==> src/rtl/reg_write_arbiter.sv <==
// reg_write_arbiter: round-robin write-port arbiter for a shared load-enabled register
// Ports:
//   clk      rising-edge clock
//   rst      asynchronous active-low reset
//   req      per-requester write request
//   lock     per-requester request to hold ownership past the grant cycle
//   din      write data, requester i on din[i*N +: N]
//   gnt      registered one-hot grant
//   reg_in   data of the granted requester, 0 when nothing is granted
//   reg_load load enable to the shared register
//   busy     high while a requester owns the port
module reg_write_arbiter #(
    parameter int N       = 16,
    parameter int NREQ    = 4,
    parameter int MAXLOCK = 16
) (
    input  logic            clk,
    input  logic            rst,
    input  logic [NREQ-1:0] req,
    input  logic [NREQ-1:0] lock,
    input  logic [NREQ*N-1:0] din,
    output logic [NREQ-1:0] gnt,
    output logic [N-1:0]    reg_in,
    output logic            reg_load,
    output logic            busy
);
    localparam int PW = $clog2(NREQ);
    localparam int CW = $clog2(MAXLOCK) + 1;
    localparam logic [1:0] IDLE   = 2'd0;
    localparam logic [1:0] GRANT  = 2'd1;
    localparam logic [1:0] LOCKED = 2'd2;
    logic [1:0]    state;
    logic [PW-1:0] ptr, owner, win;
    logic [CW-1:0] lock_cnt;
    logic          found, lock_own, arb;
    always_comb begin
        owner = '0;
        for (int i = 0; i < NREQ; i++)
            if (gnt[i]) owner = PW'(i);
    end
    // Descending scan so the requester closest to ptr is the last one assigned.
    always_comb begin
        found = 1'b0;
        win   = '0;
        for (int k = NREQ - 1; k >= 0; k--)
            if (req[(int'(ptr) + k) % NREQ]) begin
                found = 1'b1;
                win   = PW'((int'(ptr) + k) % NREQ);
            end
    end
    assign lock_own = |gnt && lock[owner];
    assign arb = (state == IDLE) || (state == GRANT && !lock_own) ||
                 (state == LOCKED && (!lock_own || lock_cnt == CW'(MAXLOCK - 1)));
    assign busy     = state != IDLE;
    assign reg_load = state == GRANT ? 1'b1 : state == LOCKED ? req[owner] : 1'b0;
    assign reg_in   = |gnt ? din[int'(owner)*N +: N] : '0;
    always_ff @(posedge clk or negedge rst) begin
        if (!rst) begin
            state    <= IDLE;
            gnt      <= '0;
            ptr      <= '0;
            lock_cnt <= '0;
        end else if (arb) begin
            state <= found ? GRANT : IDLE;
            gnt   <= found ? NREQ'(1) << win : '0;
            if (found) ptr <= PW'((int'(win) + 1) % NREQ);
        end else if (state == GRANT) begin
            state    <= LOCKED;
            lock_cnt <= '0;
        end else begin
            lock_cnt <= lock_cnt + 1'b1;
        end
    end
endmodule
==> config.mk <==
export PLATFORM = sky130hd
export DESIGN_NAME = reg_write_arbiter
export DESIGN_NICKNAME = d
export VERILOG_FILES = /design/src/rtl/reg_write_arbiter.sv
export SDC_FILE = /design/constraint.sdc
export NUM_CORES = 1
export LEC_CHECK = 0
export CAP_MARGIN = 20
export CORE_MARGIN = 10
export CORE_UTILIZATION = 36
export CTS_CLUSTER_DIAMETER = 200
export CTS_CLUSTER_SIZE = 20
export DETAILED_ROUTE_END_ITERATION = 12
export PLACE_DENSITY = 0.88
export SLEW_MARGIN = 25
export SYNTH_ARGS = -nofsm -noshare
export SYNTH_HDL_FRONTEND = slang
export SYNTH_SLANG_ARGS = --single-unit
export TNS_END_PERCENT = 5
==> constraint.sdc <==
create_clock -name clk -period 2.5 [get_ports clk]
set_input_delay 0.5 -clock clk [delete_from_list [all_inputs] [get_ports clk]]
set_output_delay 0.5 -clock clk [all_outputs]
set_load 0.02 [all_outputs]
==> results of run 1 <==
==> timing repair <==
action	4_1_cts	5_1_grt
endpoints found under the setup margin	16	1
resized for setup	16	1
pin swaps	0	0
==> routing by layer <==
layer,up-vias,wire (um),GRT usage (%)
met1,796,2090,17.1
li1,894,-,-
met4,0,46,3.01
met3,4,355,3.67
met2,58,2790,26.1
met5,-,0,0
==> layout by cell type (no fill, tap or decap), types with 2 or more instances in the layout <==
master | netlist | final
nand3_1 | 2 | 2
nand3b_1 | 10 | 10
clkdlybuf4s50_1 | 0 | 78
ha_1 | 6 | 6
and3_1 | 6 | 6
o211ai_1 | 2 | 2
o22ai_1 | 2 | 2
nand2b_1 | 3 | 3
clkbuf_8 | 0 | 3
a21o_1 | 2 | 2
a21oi_1 | 28 | 28
dlygate4sd2_1 | 0 | 16
buf_4 | 1 | 14
inv_1 | 5 | 5
mux2i_1 | 12 | 12
o31ai_1 | 3 | 3
nand2_1 | 47 | 47
o21ai_0 | 21 | 21
o311ai_0 | 3 | 3
nor2_1 | 4 | 4
dfrtp_1 | 13 | 13
==> stage by stage <==
step / cells / total power, uW / cell area (um2) / TNS, ns
CTS: 343 / 2410 / 2480 / 0
detailed placement: 339 / 2330 / 2450 / -0.587
floorplan: 197 / 1570 / 1420 / 0
finish: 343 / 2380 / 2480 / 0
global placement: 339 / 2290 / 2450 / -0.165
global route: 343 / 2620 / 2480 / 0
==> sequential cells by signal (all words and copies together), names as in the netlist <==
register and count:
ptr 2, state 2, lock_cnt 5, gnt 4
==> cell families after synthesis <==
kind of cell,after synthesis,share of synthesized area (%)
AOI/OAI and AO/OA,66,26.9
adders and majority gates,6,5.30
buffers and inverters,21,7.07
DFF,13,23.0
muxes,14,10.1
and+or+nand+nor,77,27.7
==> path summary, 6_finish.rpt <==
kind,cells past startpoint,endpoint,startpoint,slack [ns]
setup / recovery,6,reg_load,req[0],0.12
hold reg to reg,1,lock_cnt[3],lock_cnt[3],0.53
setup reg to reg,6,ptr[1],gnt[1],0.52
min in group asynchronous,1,ptr[1],rst,0.61
hold / removal,1,lock_cnt[3],lock_cnt[3],0.53
max in group asynchronous,1,gnt[1],rst,1.51
==> cell type report <==
| type | count | area share [%] |
|---|---|---|
| flip-flops and latches | 13 | 13.1 |
| inverters | 6 | 0.907 |
| well taps | 48 | 2.42 |
| clock buffers | 3 | 1.66 |
| repair buffers | 109 | 41.8 |
| clock inverters | 1 | 0.202 |
| multi-input cells | 163 | 39.9 |
==> where the power goes <==
| part | switching (uW) | total [uW] | internal [uW] |
|---|---|---|---|
| combinational | 962 | 1770 | 810 |
| clock | 75.9 | 186 | 110 |
| sequential | 121 | 426 | 305 |
| total | 1160 | 2380 | 1220 |
==> results.toml, run 1 <==
[status]
status = "completed"

[pwr]
power_leakage_uw = 0.00109
ir_drop_mv = 0.560
power_density_nw_per_um2 = 960

[global_routing]
grt_overflow = 0
grt_max_degree = 25
grt_pass1_wl_um = 8060
antenna_found_initial = 0
grt_pass1_vias = 1740
grtUsageTotal_pct = 14.6

[routing]
wirelength_um = 5290
drtIter0Drc = 86
drtPass1Iterations = 4
drtAntennaViolNets = 0
drc_errors = 0
wl_per_cell_um = 15.4
vias = 1752
drt-vias-per-instance = 5.11

[logic_synthesis]
yosysTopAreaCell = "dfrtp_1"
synth_cell_type_count = 35
syn_area_per_cell_um2 = 7.18
ys_async_sr_fraction_pct = 100
synth_ff_type = "dfrtp_1"
yosysTopAreaCellShare_pct = 23.0
synthTopCellsByArea = "dfrtp_1 23%, nand2_1 12%, a21oi_1 9.9%"
netlist_instances = 197
syn_nets = 277
synth.most_common_cell = "nand2_1"
syn_area_um2 = 1420
yosys_warnings = 0
synth_seq_cells = 13
synthTopCellsByCount = "47 x nand2_1, 28 x a21oi_1, 21 x o21ai_0, 13 x dfrtp_1, 12 x mux2i_1"
synth_edf_count = 0
ys_seq_area_share_pct = 23.0

[placement]
pre_cts_ws_ns = -0.165
portBuffers = 95
hpwl_um = 4500
gp_congestion = 0.834

[worst_setup_path]
path_delay_family = "buffers and inverters"
critical_path_class = "input pin to output pin"
critical_path_buf_inv_count = 2
crit_path_top_delay_cell = "clkdlybuf4s50_1"
end_kind = "output pin"
slowest_delay_ns = 0.48
cp-start-kind = "input pin"
crit_arrival_ns = 1.88
path_cells = "clkdlybuf4s50_1, mux2i_1, o211ai_1, o211ai_1, mux2i_1, dlygate4sd2_1"
cp_max_fo = 2
required_ns = 2.00

[hold_path]
hold_path.class = "flop to flop"

[final_layout]
n_antenna_cell = 0
drive_gt1_share_pct = 7.46
final_nets = 376
area_growth_pct = 75.4
multi_input_area_um2 = 990
seqCellArea_um2 = 325
post-route-util_pct = 66.3
nFillCells = 322

[floorplan]
core-area_um2 = 3740
die_w_um = 82.7
rows = 22
ios = 96
dieArea_um2 = 6840
start_util_pct = 37.8
die_y_um = 82.7

[cts]
clock_latency_ns = 0.24
ctsHoldBuffers = 0
cts_root_buffer = "clkbuf_8"
clk_pin_slew_ns = 0.06
numCtsBuffers = 3
cts-htree-levels = 1
postCtsSetupBuffers = 0
cts_tree = "built"
clockBufferDepth = 2
clock-sinks = 13

[sta]
setup_ws_ns = 0.116
slew_viol_final = 0
setup_viol_count_final = 0
rsz0062_at_grt = "no"
fin_crit_sh_pct = 95.4
skew_ns = 0.00614
period_needed_ns = 2.38
slew_headroom_pct = 62.8
max_freq_mhz = 419
whs_ns = 0.529
finalHoldViolCount = 0
worstMarginPinSlew_ns = 0.557

[job]
cap_violations = 0
(Power assumes the default switching activity.)
==> inputs of run 2 (changes only) <==
CAP_MARGIN = 15   (was 20)
CTS_CLUSTER_DIAMETER = default   (was 200)
==> results of run 2 <==
Final layout, timing and power as in run 1 (identical DEF).
